### src/rtl/display_pkg.sv
// Shared constants and helpers for the 7-segment display scanners.
// Glyph codes are the values the downstream hex/glyph decoder understands.
package display_pkg;

   localparam logic [3:0] BLANK_CODE   = 4'hA;
   localparam logic [3:0] DEGREE_CODE  = 4'hE;
   localparam logic [3:0] CELSIUS_CODE = 4'hC;

   // Where the active buffer is refreshed from at a frame boundary.
   typedef enum logic [1:0] {
      COMMIT_NONE,
      COMMIT_PENDING,
      COMMIT_BYPASS
   } commit_src_e;

   // Counter width for a range of 'value' states; never narrower than 1 bit.
   function automatic int clog2(input int value);
      int result;
      result = 1;
      while ((1 << result) < value) begin
         result = result + 1;
      end
      return result;
   endfunction

endpackage

### src/rtl/scan_prescaler.sv
// Free-running divider: one-cycle tick every PRESCALE clocks.
// Shared by the temperature and clock-display scanners.
module scan_prescaler
   import display_pkg::*;
#(
   parameter int PRESCALE = 50000
)
(
   input  logic clk,
   input  logic rst,
   output logic tick
);

   localparam int CNT_W = clog2(PRESCALE);
   localparam logic [CNT_W-1:0] LAST_COUNT = CNT_W'(PRESCALE - 1);

   logic [CNT_W-1:0] r_count;

   // The >= lets a corrupted count fall back to zero on the very next edge.
   assign tick = (r_count >= LAST_COUNT);

   always_ff @(posedge clk) begin
      if (rst) begin
         r_count <= '0;
      end else if (tick) begin
         r_count <= '0;
      end else begin
         r_count <= r_count + 1'b1;
      end
   end

endmodule

### src/rtl/display_scan_mux.sv
// N-digit 7-segment scan driver: double-buffered frame, tear-free commits,
// leading-zero blanking and per-digit blink, one registered code per scan slot.
module display_scan_mux #(
   parameter int NUM_DIGITS   = 8,
   parameter int CODE_W       = 4,
   parameter int PRESCALE     = 50000,
   parameter int BLINK_FRAMES = 64,
   parameter logic [CODE_W-1:0] BLANK_CODE = CODE_W'(display_pkg::BLANK_CODE)
)
(
   input  logic                         clk,
   input  logic                         rst,
   input  logic [NUM_DIGITS*CODE_W-1:0] frame_in,
   input  logic                         frame_load,
   input  logic                         lz_en,
   input  logic [NUM_DIGITS-1:0]        blink_mask,
   output logic [CODE_W-1:0]            code_out,
   output logic [NUM_DIGITS-1:0]        digit_sel,
   output logic                         frame_start,
   output logic                         load_ack
);

   import display_pkg::*;

   localparam int IDX_W = clog2(NUM_DIGITS);
   localparam int FRM_W = clog2(BLINK_FRAMES);
   localparam logic [IDX_W-1:0] LAST_IDX   = IDX_W'(NUM_DIGITS - 1);
   localparam logic [FRM_W-1:0] LAST_FRAME = FRM_W'(BLINK_FRAMES - 1);

   typedef logic [NUM_DIGITS-1:0][CODE_W-1:0] frame_t;

   logic                  w_tick;
   logic                  w_boundary;
   logic [IDX_W-1:0]      w_nextIdx;
   logic [NUM_DIGITS-1:0] w_nextSel;
   commit_src_e           w_commitSrc;
   frame_t                w_newActive;
   logic [NUM_DIGITS-1:0] w_newLzMask;
   logic [NUM_DIGITS-1:0] w_slotLzMask;
   logic [FRM_W-1:0]      w_nextFrameCount;
   logic                  w_nextPhase;
   logic [CODE_W-1:0]     w_slotCode;

   logic [IDX_W-1:0]      r_idx;
   frame_t                r_active;
   frame_t                r_pending;
   logic                  r_pendingFlag;
   logic [NUM_DIGITS-1:0] r_lzMask;
   logic [FRM_W-1:0]      r_frameCount;
   logic                  r_phase;
   logic [CODE_W-1:0]     r_codeOut;
   logic [NUM_DIGITS-1:0] r_digitSel;
   logic                  r_frameStart;
   logic                  r_loadAck;

   scan_prescaler #(
      .PRESCALE (PRESCALE)
   ) u_prescaler (
      .clk  (clk),
      .rst  (rst),
      .tick (w_tick)
   );

   assign w_boundary = w_tick && (r_idx >= LAST_IDX);
   assign w_nextIdx  = (r_idx >= LAST_IDX) ? '0 : r_idx + 1'b1;
   assign w_nextSel  = {{(NUM_DIGITS-1){1'b0}}, 1'b1} << w_nextIdx;

   // A load landing on the boundary cycle bypasses the pending buffer.
   always_comb begin
      w_commitSrc = COMMIT_NONE;
      w_newActive = r_active;
      if (w_boundary) begin
         if (frame_load) begin
            w_commitSrc = COMMIT_BYPASS;
            w_newActive = frame_in;
         end else if (r_pendingFlag) begin
            w_commitSrc = COMMIT_PENDING;
            w_newActive = r_pending;
         end
      end
   end

   always_comb begin
      logic seenNonZero;
      seenNonZero = 1'b0;
      w_newLzMask = '0;
      for (int i = NUM_DIGITS - 1; i >= 1; i--) begin
         if (w_newActive[i] != '0) begin
            seenNonZero = 1'b1;
         end
         w_newLzMask[i] = ~seenNonZero;
      end
   end

   // Slot 0 of a new frame must already see the freshly committed data.
   assign w_slotLzMask = w_boundary ? w_newLzMask : r_lzMask;

   always_comb begin
      w_nextFrameCount = r_frameCount;
      w_nextPhase      = r_phase;
      if (w_boundary) begin
         if (r_frameCount >= LAST_FRAME) begin
            w_nextFrameCount = '0;
            w_nextPhase      = ~r_phase;
         end else begin
            w_nextFrameCount = r_frameCount + 1'b1;
         end
      end
   end

   always_comb begin
      w_slotCode = w_newActive[w_nextIdx];
      if (w_nextPhase && blink_mask[w_nextIdx]) begin
         w_slotCode = BLANK_CODE;
      end else if (lz_en && w_slotLzMask[w_nextIdx]) begin
         w_slotCode = BLANK_CODE;
      end
   end

   always_ff @(posedge clk) begin
      if (rst) begin
         r_active      <= {NUM_DIGITS{BLANK_CODE}};
         r_pending     <= {NUM_DIGITS{BLANK_CODE}};
         r_pendingFlag <= 1'b0;
         r_lzMask      <= '0;
         r_loadAck     <= 1'b0;
      end else begin
         r_loadAck <= (w_commitSrc != COMMIT_NONE);
         if (w_commitSrc != COMMIT_NONE) begin
            r_active      <= w_newActive;
            r_lzMask      <= w_newLzMask;
            r_pendingFlag <= 1'b0;
         end else if (frame_load) begin
            r_pending     <= frame_in;
            r_pendingFlag <= 1'b1;
         end
      end
   end

   always_ff @(posedge clk) begin
      if (rst) begin
         r_idx        <= '0;
         r_frameCount <= '0;
         r_phase      <= 1'b0;
         r_codeOut    <= BLANK_CODE;
         r_digitSel   <= {{(NUM_DIGITS-1){1'b0}}, 1'b1};
         r_frameStart <= 1'b0;
      end else begin
         r_frameCount <= w_nextFrameCount;
         r_phase      <= w_nextPhase;
         r_frameStart <= w_boundary;
         if (w_tick) begin
            r_idx      <= w_nextIdx;
            r_codeOut  <= w_slotCode;
            r_digitSel <= w_nextSel;
         end
      end
   end

   assign code_out    = r_codeOut;
   assign digit_sel   = r_digitSel;
   assign frame_start = r_frameStart;
   assign load_ack    = r_loadAck;

endmodule

### config.mk
export PLATFORM = sky130hd
export DESIGN_NAME = display_scan_mux
export DESIGN_NICKNAME = d
export VERILOG_FILES = /design/src/rtl/display_pkg.sv /design/src/rtl/scan_prescaler.sv /design/src/rtl/display_scan_mux.sv
export SDC_FILE = /design/constraint.sdc
export NUM_CORES = 1
export LEC_CHECK = 0
export ABC_AREA = 0
export CAP_MARGIN = 20
export CORE_ASPECT_RATIO = 0.8
export CORE_MARGIN = 2
export CORE_UTILIZATION = 43
export CTS_CLUSTER_SIZE = 25
export DETAILED_ROUTE_END_ITERATION = 8
export PLACE_DENSITY = 0.66
export SETUP_SLACK_MARGIN = 0.05
export SLEW_MARGIN = 20
export SYNTH_ARGS = -nofsm -noshare
export SYNTH_HDL_FRONTEND = slang
export SYNTH_SLANG_ARGS = --single-unit
### constraint.sdc
create_clock -name clk -period 2.5 [get_ports clk]
set_clock_uncertainty 0.05 [all_clocks]
set_input_delay 0.5 -clock clk [delete_from_list [all_inputs] [get_ports clk]]
set_output_delay 0.5 -clock clk [all_outputs]
set_load 0.05 [all_outputs]
After elaboration in Yosys (flattened, before gate mapping)
Index checks and enable logic that the tools add are counted.
{"block": "totals", "regBits": 112, "inputBits": 44, "output_inout_bits": 14, "elab_cells": 83}
{"block": "op_classes", "n_addsub": 3, "magnitude_cmp": 4, "shifts": 1, "n_mux": 26, "bitwise_logic": 9, "n_reduce_logical": 14}
{"operator": "$mux W32", "count": 3}
{"operator": "$reduce_bool A4 Y1", "count": 7}
{"operator": "$add A16 B1 Y16 const B", "count": 1}
{"operator": "$ge A16 B16 Y1 const B", "count": 1}
{"operator": "$bmux W4 S3", "count": 1}
{"operator": "$mux W1", "count": 12}
{"operator": "$mux W4", "count": 3}
{"operator": "$not A1 Y1", "count": 9}
{"operator": "$mux W8", "count": 1}
{"operator": "$shl A1 B3 Y8 const A", "count": 1}
{"operator": "$add A6 B1 Y6 const B", "count": 1}
{"operator": "$bmux W1 S3", "count": 2}
{"operator": "$ge A6 B6 Y1 const B", "count": 1}
{"operator": "$mux W6", "count": 1}
{"operator": "$lt A3 B4 Y1 const B", "count": 1}
{"operator": "$mux W2", "count": 2}
{"operator": "$reduce_or A2 Y1", "count": 2}
{"operator": "$add A3 B1 Y3 const B", "count": 1}
{"operator": "$ge A3 B3 Y1 const B", "count": 1}
{"operator": "$logic_and A1 B1 Y1", "count": 3}
{"operator": "$mux W3", "count": 1}
{"operator": "$reduce_and A2 Y1", "count": 1}
{"operator": "$reduce_bool A2 Y1", "count": 1}

Depth between registers and ports, before layout
Gate-level depths: netlist of run 1.
{"block": "depth", "depth_word": 18, "depth_mapped": 12, "depth_no_buf": 9}

Cells and area by module
From an unflattened synthesis of run 1, not the netlist that was laid out.
{"block": "unflattened", "cells_unflattened": 619, "hier_area_um2": 5236.3}
{"module": "display_scan_mux", "n_inst": 1, "cells_per_inst": 538, "area_per_inst_um2": 4499.3, "seq_area_each_um2": 1921.8}
{"module": "scan_prescaler", "n_inst": 1, "cells_per_inst": 81, "area_per_inst_um2": 737.0, "seq_area_each_um2": 320.3}

Worst setup path before layout of run 1
OpenSTA, ideal clock, no wires.
{"block": "synth_timing", "path_kind": "register -> register", "from": "register r_idx[1]", "to": "register r_codeOut[2] (netlist: code_out[2])", "setup_time_ps": 117, "arrival_time_ps": 2408, "required_ps": 2333, "path_slack_ps": -75, "stages_incl_launch_ff": 11, "n_path_buf": 3, "period_less_slack_ps": 2575, "path_cell_list": "dfxtp_1 ha_1 ha_1 buf_4 a31oi_1 clkbuf_1 and2_1 clkbuf_1 o2111ai_1 o221a_2 a32o_1"}
{"block": "synth_between", "elab_chain_cells": 18, "word_cells_on_any_way": 38, "classes_between": "add/sub (1); order compare (1); mux (19); bitwise (7); reduce/logical (10)"}
{"element": "from (decl)", "line_no": "display_scan_mux.sv:44", "rtl": "logic [IDX_W-1:0] r_idx;"}
{"element": "from (signal assigned)", "line_no": "display_scan_mux.sv:153", "rtl": "r_idx <= w_nextIdx;"}
{"element": "$ge A3 B3 Y1", "line_no": "display_scan_mux.sv:64, display_scan_mux.sv:65"}
{"element": "$logic_and A1 B1 Y1", "line_no": "display_scan_mux.sv:64", "rtl": "assign w_boundary = w_tick && (r_idx >= LAST_IDX);"}
{"element": "$mux W32", "line_no": "display_scan_mux.sv:72", "rtl": "if (w_boundary) begin"}
{"element": "$reduce_bool A4 Y1", "line_no": "display_scan_mux.sv:88", "rtl": "if (w_newActive[i] != '0) begin"}
{"element": "$mux W1 (7 in series)", "line_no": "display_scan_mux.sv:88"}
{"element": "$not A1 Y1", "line_no": "display_scan_mux.sv:91", "rtl": "w_newLzMask[i] = ~seenNonZero;"}
{"element": "$mux W8", "line_no": "display_scan_mux.sv:96", "rtl": "assign w_slotLzMask = w_boundary ? w_newLzMask : r_lzMask;"}
{"element": "$bmux W1 S3", "line_no": "display_scan_mux.sv:115", "rtl": "end else if (lz_en && w_slotLzMask[w_nextIdx]) begin"}
{"element": "$mux W1 (not written as such)", "line_no": "display_scan_mux.sv:115"}
{"element": "$logic_and A1 B1 Y1", "line_no": "display_scan_mux.sv:115"}
{"element": "$mux W4", "line_no": "display_scan_mux.sv:115"}
{"element": "$mux W4 (*)", "line_no": "display_scan_mux.sv:113", "rtl": "if (w_nextPhase && blink_mask[w_nextIdx]) begin"}
{"element": "to (signal assigned)", "line_no": "display_scan_mux.sv:154", "rtl": "r_codeOut <= w_slotCode;"}
{"element": "to (decl)", "line_no": "display_scan_mux.sv:51", "rtl": "logic [CODE_W-1:0] r_codeOut;"}
Every way passes the cells marked *; elsewhere a longest branch is shown, timed or not. The select of a mux whose other input is x is not followed.
A chain may end at the register's enable or synchronous reset.

Final worst setup path of run 1
{"block": "layout_timing", "from": "register u_prescaler.r_count[1]", "to": "register r_lzMask[1]"}
{"block": "layout_between", "elab_chain_cells": 12, "word_cells_on_any_way": 20, "classes_between": "order compare (1); mux (9); bitwise (1); reduce/logical (9)"}
{"element": "from (decl)", "line_no": "scan_prescaler.sv:17", "rtl": "logic [CNT_W-1:0] r_count;"}
{"element": "from (signal assigned)", "line_no": "scan_prescaler.sv:28", "rtl": "r_count <= r_count + 1'b1;"}
{"element": "$ge A16 B16 Y1 (*)", "line_no": "scan_prescaler.sv:20", "rtl": "assign tick = (r_count >= LAST_COUNT);"}
{"element": "$logic_and A1 B1 Y1 (*)", "line_no": "display_scan_mux.sv:64"}
{"element": "$mux W32", "line_no": "display_scan_mux.sv:72"}
{"element": "$reduce_bool A4 Y1", "line_no": "display_scan_mux.sv:88"}
{"element": "$mux W1 (7 in series)", "line_no": "display_scan_mux.sv:88"}
{"element": "$not A1 Y1", "line_no": "display_scan_mux.sv:91"}
{"element": "to (signal assigned)", "line_no": "display_scan_mux.sv:131", "rtl": "r_lzMask <= w_newLzMask;"}
{"element": "to (decl)", "line_no": "display_scan_mux.sv:48", "rtl": "logic [NUM_DIGITS-1:0] r_lzMask;"}
Every way passes the cells marked *; elsewhere a longest branch is shown, timed or not.

==> results of run 1 <==
## per-stage QoR
step / hold WS (ns) / setup TNS, ns
after floorplan: 0.365 / 0
after global placement: 0.384 / -11.55
after detailed placement: 0.392 / -2.19
after CTS: 0.403 / -0.0615
after global routing: 0.426 / -0.667
final: 0.398 / -0.190
## logic make-up (layout without fill, tap and decap cells)
family                     count (synthesis)  in the layout  synth area share
muxes                                     18             18            0.0356
adders and majority gates                  4              4           0.00943
DFF                                      112            112             0.423
xor gates and xnor gates                  13             13            0.0215
buffers and inverters                     49            180            0.0368
and+or+nand+nor                          290            290             0.256
AOI/OAI and AO/OA                        170            170             0.218
## cells in the mapped netlist, drive strengths merged (4+ instances only)
master / count
a21oi: 53
nand2: 122
o31ai: 4
nor2b: 5
mux2i: 11
o22ai: 18
a221o: 8
o211ai: 4
nand3b: 21
or3: 8
and3: 4
a211oi: 7
nand2b: 8
nand4: 4
xor2: 11
o21ai: 29
nand3: 19
nor2: 69
dfxtp: 112
mux2: 7
buf: 9
and2: 4
ha: 4
a221oi: 4
inv: 5
nor3: 11
a22o: 5
a21o: 5
clkbuf: 35
o221ai: 4
## what timing repair did
| item | in CTS | in global routing |
|---|---|---|
| pin swaps | 8 | 11 |
| resized for setup | 15 | 39 |
| endpoints found under the setup margin | 37 | 12 |
| hold buffers | 0 | 0 |
| endpoints found under the hold margin | 0 | 0 |
| setup buffers | 2 | 11 |
## worst min path at each step
stage,depth (start not counted),endpoint,from,slack [ns]
after floorplan,2,r_lzMask[5]$_SDFFE_PP0P_,r_lzMask[5]$_SDFFE_PP0P_,0.36
after global placement,2,r_lzMask[5]$_SDFFE_PP0P_,r_lzMask[5]$_SDFFE_PP0P_,0.38
after detailed placement,2,r_lzMask[5]$_SDFFE_PP0P_,r_lzMask[5]$_SDFFE_PP0P_,0.39
after CTS,2,r_lzMask[5]$_SDFFE_PP0P_,r_lzMask[5]$_SDFFE_PP0P_,0.40
after global routing,2,r_pending[8]$_SDFFE_PP0P_,r_pending[8]$_SDFFE_PP0P_,0.43
final,2,r_lzMask[5]$_SDFFE_PP0P_,r_lzMask[5]$_SDFFE_PP0P_,0.40
## registers in the layout (all words and copies together), names as in the netlist, 3 cells and up
| signal | flops |
|---|---|
| r_frameCount | 6 |
| u_prescaler.r_count | 16 |
| code_out | 4 |
| r_lzMask | 7 |
| r_active | 32 |
| r_idx | 3 |
| r_pending | 32 |
| digit_sel | 8 |
## power groups by stage
stage / Clock (uW) / Sequential [uW] / Combinational, uW
final: 1370 / 1850 / 337
after floorplan: 0 / 1880 / 160
after global routing: 1460 / 1860 / 366
after global placement: 0 / 1890 / 318
after CTS: 1390 / 1850 / 331
after detailed placement: 0 / 1890 / 325
## cell type report
class,instances,area (um^2),share of cell area
tap,152,190,0.0264
sequential,112,2250,0.311
inverter,5,18.8,0.00260
multi-input combinational,495,3110,0.431
clock buffer,11,253,0.0350
clock inverter,4,20.0,0.00277
timing repair buffer,160,1380,0.191
## worst max-delay path, stage by stage (launching register included)
cell	delay [ns]
dfxtp_2	0.36
ha_4	0.15
nand3_4	0.06
a2111o_1	0.51
buf_4	0.20
a2111oi_4	0.30
a21oi_2	0.08
a2111oi_4	0.38
nand4_1	0.17
o31ai_2	0.23
## routing by layer
layer	vias up	wire, um
met5	-	0
met4	0	297
met3	34	1220
met2	208	7800
met1	2602	7590
li1	2600	-
==> summary.txt, run 1 <==
Finish
  – Final Instance Count excl. Fillers: about 940
  – Share of layout cells above drive strength 1: 0.221
  – Final Net Count: about 830
  – P&R area growth vs syn: 36.0%
  – Fin area: between 7000 and 8000 um^2
  – Final Core Density: 0.596
  – Most frequent cells in the layout: 118 x nand2_1, 109 x dfxtp_1, 94 x buf_4
  – Fill cells: around 1100
  – Most common cell after layout, fill and taps aside: nand2_1
  – Diodes inserted: 0

STA
  – Period minus WS final: roughly 2.6 ns
  – Final Cycle Share: 1.02
  – Final hold violation count: 0
  – Least-Margin Pin Slew: ~0.75 ns
  – RSZ-0062 raised after global routing: true
  – Fin. max-slew vios: 0
  – Final worst setup slack: -0.0619 ns
  – Fmax: between 0.3 and 0.4 GHz
  – Final Setup Violations: 4
  – Worst slew margin: 0.501

Routing
  – DRC errors left: 0
  – ANT nets after route: 0
  – Detailed Routing Iterations Pass 1: 5
  – Vias after detailed routing: between 5000 and 6000
  – Final WL: roughly 17000 um
  – Initial DRC count: around 490
  – Routed WL per cell: about 18 um
  – DR vias/cell: just under 6

Global route
  – Grt peak-use layer: met2
  – Largest net degree at the start of global routing: 61
  – GRT met1 Usage: 0.343
  – Vias in the first global route: approximately 5300
  – Global Route met2 Usage: 0.420
  – Initial antenna violation count: 0
  – GRT Total Usage: 0.258
  – Grt met3 use: 0.0612
  – First-pass GRT wire length: 26700 um
  – Grt total ovfl: 0

Logic synthesis
  – Post-synth top area cell: dfxtp_1
  – Synth Area per Inst: around 8.1 um^2
  – Syn nets: ~700
  – Mapped cell area: about 5300 um^2
  – Synth top area share: 0.423
  – Ys async rst share: 0
  – Post-synth EDFFs: 0
  – Yosys reg bits: approximately 110
  – Predominant post-synthesis flop cell: dfxtp_1
  – Dominant cells by area after synthesis: dfxtp_1 42%, nand2_1 8.6%, a21oi_1 4.9%
  – Library cells used by synthesis: 66
  – Synthesis Warnings: 0
  – Cells after Synth: around 660
  – Sequential fraction of the synthesis area: 0.423

Placement
  – Placed cells: 911
  – Pre-CTS WS: -0.399 ns
  – Hpwl dp: around 12000 um
  – IO buf count: 57
  – Placer Congestion: approximately 0.95
  – Post-DP Area: approximately 6600 um^2

Critical path
  – R2R cell count: 9
  – Critical R2R Launch: u_prescaler.r_count[1]$_SDFF_PP0_
  – Crit end category: flip-flop
  – Internal reg-to-reg setup slack: -0.06 ns
  – Worst Setup EP: r_lzMask[1]$_SDFFE_PP0P_
  – CP startpoint: u_prescaler.r_count[1]$_SDFF_PP0_
  – Critical Path Fanout Max: 4
  – Reg-to-Reg End: r_lzMask[1]$_SDFFE_PP0P_
  – Arrival @ worst endpoint: 2.78 ns
  – Critical path class: reg2reg
  – Worst path required time: between 2 and 3 ns
  – Worst Setup Start Kind: flip-flop

Floorplanning
  – Core area: between 10000 and 15000 um^2
  – IO Pins: 58
  – Die span in y: 103 um
  – Site Rows: 36
  – Chip width: approximately 130 um
  – Initial Utilization: 0.438
  – Die area: between 10000 and 15000 um^2

Clock tree
  – Skew-Pair Late Insertion Delay: between 0.3 and 0.4 ns
  – Clock-pin slew on the worst setup and hold paths: 0.07 ns
  – H-tree Lvls: 3
  – CTS tree: yes
  – Cts bufs inserted: 9
  – Root Driver: clkbuf_16
  – Longest Clk Path Bufs: 2
  – Sinks on Clock Net: about 110

Power and ir drop
  – Pwr Total: 3560 uW
  – Reg power frac: 0.521
  – Comb pwr share: 0.095
  – Internal Power: approximately 2700 uW
  – Peak supply drop: approximately 0.00033 V
  – Clock share of power: 0.385
  – Sw Ratio: 0.238
  – Sw Pwr: ~850 uW
  – Power per cell area: just under 500 nW/um^2
  – P_leak: between 0.002 and 0.003 uW

Run status
  – Status: finished, violations left
  – Failing checks: negative setup slack

Flow run
  – Total of max-cap violations: 0

Worst hold path
  – Hold crit path type: reg2reg
Power figures use the tool's default switching activity.
==> run 2, diff against run 1 <==
--- a/config.mk
+++ b/config.mk
@@ -7,12 +7,14 @@
 export LEC_CHECK = 0
 export ABC_AREA = 0
 export CAP_MARGIN = 20
+export CELL_PAD_IN_SITES_DETAIL_PLACEMENT = 1
+export CELL_PAD_IN_SITES_GLOBAL_PLACEMENT = 2
 export CORE_ASPECT_RATIO = 0.8
 export CORE_MARGIN = 2
-export CORE_UTILIZATION = 43
+export CORE_UTILIZATION = 30
 export CTS_CLUSTER_SIZE = 25
 export DETAILED_ROUTE_END_ITERATION = 8
-export PLACE_DENSITY = 0.66
+export PLACE_DENSITY_LB_ADDON = 0.1
 export SETUP_SLACK_MARGIN = 0.05
 export SLEW_MARGIN = 20
 export SYNTH_ARGS = -nofsm -noshare
==> summary.txt, run 2 (synthesis gave the netlist of run 1 again) <==
STA
  – Fin. max-slew vios: 0 (unchanged)
  – Worst slew margin: 0.666 (+0.165)
  – Period minus WS final: 2.56 ns (-0.0000810 ns)
  – Final Cycle Share: 1.02 (about the same)
  – Final Setup Violations: 2 (-2)
  – Setup TNS: -0.0767 ns (+0.113 ns)
  – Final worst setup slack: -0.0618 ns (+0.0000810 ns)
  – Fmax: 0.390 GHz (about the same)
  – Final hold violation count: 0 (unchanged)
  – RSZ-0062 raised after global routing: true
  – Least-Margin Pin Slew: 0.495 ns (-0.251 ns)

Critical path
  – Worst Setup EP: r_lzMask[1]$_SDFFE_PP0P_
  – Worst Setup Start Kind: flip-flop
  – Reg-to-Reg End: r_lzMask[1]$_SDFFE_PP0P_
  – CP startpoint: u_prescaler.r_count[12]$_SDFF_PP0_
  – Critical path class: reg2reg
  – Critical Path Fanout Max: 5 (+1)
  – Internal reg-to-reg setup slack: -0.06 ns (about the same)
  – Critical R2R Launch: u_prescaler.r_count[12]$_SDFF_PP0_
  – Worst path required time: 2.73 ns (about the same)
  – Arrival @ worst endpoint: 2.80 ns (+0.02 ns)
  – R2R cell count: 9 (unchanged)
  – Crit end category: flip-flop

Floorplanning
  – Core area: 17300 um^2 (+43%)
  – IO Pins: 58 (unchanged)
  – Site Rows: 43 (+19%)
  – Die area: 18800 um^2 (+42%)
  – Die span in y: 123 um (+19%)
  – Initial Utilization: 0.306 (-0.132)
  – Chip width: 153 um (+19%)

Finish
  – Most common cell after layout, fill and taps aside: nand2_1
  – Fill cells: 2062 (+91%)
  – Fin area: 7560 um^2 (+4.8%)
  – Share of layout cells above drive strength 1: 0.250 (+0.0286)
  – Final Core Density: 0.436 (-0.159)
  – Most frequent cells in the layout: 118 x nand2_1, 114 x buf_4, 109 x dfxtp_1
  – P&R area growth vs syn: 42.5%
  – Final Net Count: 856 (+3.0%)
  – Biggest regs: r_active: 32 flops, r_pending: 32 flops, u_prescaler.r_count: 16 flops
  – Diodes inserted: 0 (unchanged)

Global route
  – Grt peak-use layer: met2
  – Largest net degree at the start of global routing: 46 (-25%)
  – Initial antenna violation count: 0 (unchanged)
  – Vias in the first global route: 5663 (+7.7%)
  – GRT met1 Usage: 0.296 (-0.0472)
  – First-pass GRT wire length: 31300 um (+17%)
  – Grt met3 use: 0.0329 (-0.0283)
  – GRT Total Usage: 0.213 (-0.0455)
  – Global Route met2 Usage: 0.355 (-0.0648)
  – Grt total ovfl: 0 (unchanged)

Routing
  – Initial DRC count: 250 (-49%)
  – Final WL: 20100 um (+19%)
  – DRC errors left: 0 (unchanged)
  – Routed WL per cell: 19.4 um (+7.7%)
  – ANT nets after route: 0 (unchanged)
  – Detailed Routing Iterations Pass 1: 4 (-1)
  – Vias after detailed routing: 5422 (-0.40%)
  – DR vias/cell: 5.22 (-9.9%)

Clock tree
  – Root Driver: clkbuf_16
  – H-tree Lvls: 3 (unchanged)
  – Skew-Pair Late Insertion Delay: 0.36 ns (about the same)
  – CTS tree: yes
  – Post-CTS Hold Buffers: 0 (unchanged)
  – Clock-pin slew on the worst setup and hold paths: 0.08 ns (about the same)
  – Cts bufs inserted: 9 (unchanged)
  – Sinks on Clock Net: 112 (unchanged)
  – Longest Clk Path Bufs: 2 (unchanged)

Worst hold path
  – Hold crit path type: reg2reg

Power and ir drop
  – Sw Pwr: 941 uW (+11%)
  – Pwr Total: 3740 uW (+5.2%)
  – P_leak: 0.00291 uW (+5.1%)
  – Power per cell area: 495 nW/um^2 (+0.41%)
  – Comb pwr share: 0.101 (+0.006)
  – Clock share of power: 0.404 (+0.019)
  – Reg power frac: 0.495 (-0.026)
  – Peak supply drop: 0.000285 V (-15%)
  – Sw Ratio: 0.252 (+0.0136)
  – Internal Power: 2800 uW (+3.3%)

Flow run
  – Total of max-cap violations: 0 (unchanged)

Run status
  – Failing checks: negative setup slack
  – Status: finished, violations left

Placement
  – Post-DP Area: 6860 um^2 (+4.2%)
  – Hpwl dp: 14600 um (+20%)
  – Pre-CTS WS: -0.485 ns (-0.0852 ns)
  – Placer Congestion: 0.861 (-9.5%)
  – IO buf count: 57 (unchanged)
## run 2: repair_timing
action | 4_1_cts | 5_1_grt
gates cloned | 1 | 2
hold endpoints to repair | 0 | 0
gates resized for setup | 32 | 24
setup buffers | 10 | 4
endpoints found under the setup margin | 46 | 44
pin swaps | 14 | 6
## run 2: cell type report
cell class	instances	area, um^2	share of cell area
inverters	5	18.8	0.00248
repair buffers	185	1630	0.216
well taps	225	282	0.0372
flip-flops and latches	112	2250	0.297
clock inverters	6	68.8	0.00910
multi-input cells	495	3080	0.408
clock buffers	10	229	0.0303
## run 2: worst min path at each step
stage | start | endpoint | slack (ns) | cells past startpoint
final | r_lzMask[5]$_SDFFE_PP0P_ | r_lzMask[5]$_SDFFE_PP0P_ | 0.40 | 2
after global routing | r_lzMask[5]$_SDFFE_PP0P_ | r_lzMask[5]$_SDFFE_PP0P_ | 0.43 | 2
after CTS | r_lzMask[5]$_SDFFE_PP0P_ | r_lzMask[5]$_SDFFE_PP0P_ | 0.40 | 2
after detailed placement | r_lzMask[5]$_SDFFE_PP0P_ | r_lzMask[5]$_SDFFE_PP0P_ | 0.39 | 2
after global placement | r_lzMask[2]$_SDFFE_PP0P_ | r_lzMask[2]$_SDFFE_PP0P_ | 0.39 | 2
after floorplan | r_lzMask[5]$_SDFFE_PP0P_ | r_lzMask[5]$_SDFFE_PP0P_ | 0.36 | 2
## run 2: per-stage QoR
| stage | std cells | hold WS, ns |
|---|---|---|
| after global routing | 1038 | 0.426 |
| after floorplan | 656 | 0.365 |
| final | 1038 | 0.396 |
| after CTS | 1032 | 0.399 |
| after detailed placement | 1006 | 0.391 |
| after global placement | 1006 | 0.386 |
## run 2: metal layers
metal	vias to the layer above	routed length, um
li1	2640	-
met1	2691	9890
met2	78	9300
met3	13	753
met4	0	175
met5	-	0
## run 2: worst max-delay path, stage by stage, from the launching register on
cell and delay, ns:
dfxtp_1 0.34, or4_1 0.54, nor2b_1 0.17, o21ai_1 0.15, buf_4 0.18, buf_6 0.14, o211ai_1 0.15, a2111oi_4 0.33
nand4_1 0.18, o31ai_2 0.24
## run 2: power by group through the flow
stage / Combinational, uW / Clock (uW) / Sequential (uW)
global route: 412 / 1610 / 1860
detailed placement: 354 / 0 / 1890
floorplan: 160 / 0 / 1880
CTS: 361 / 1560 / 1850
global placement: 345 / 0 / 1890
finish: 379 / 1510 / 1850
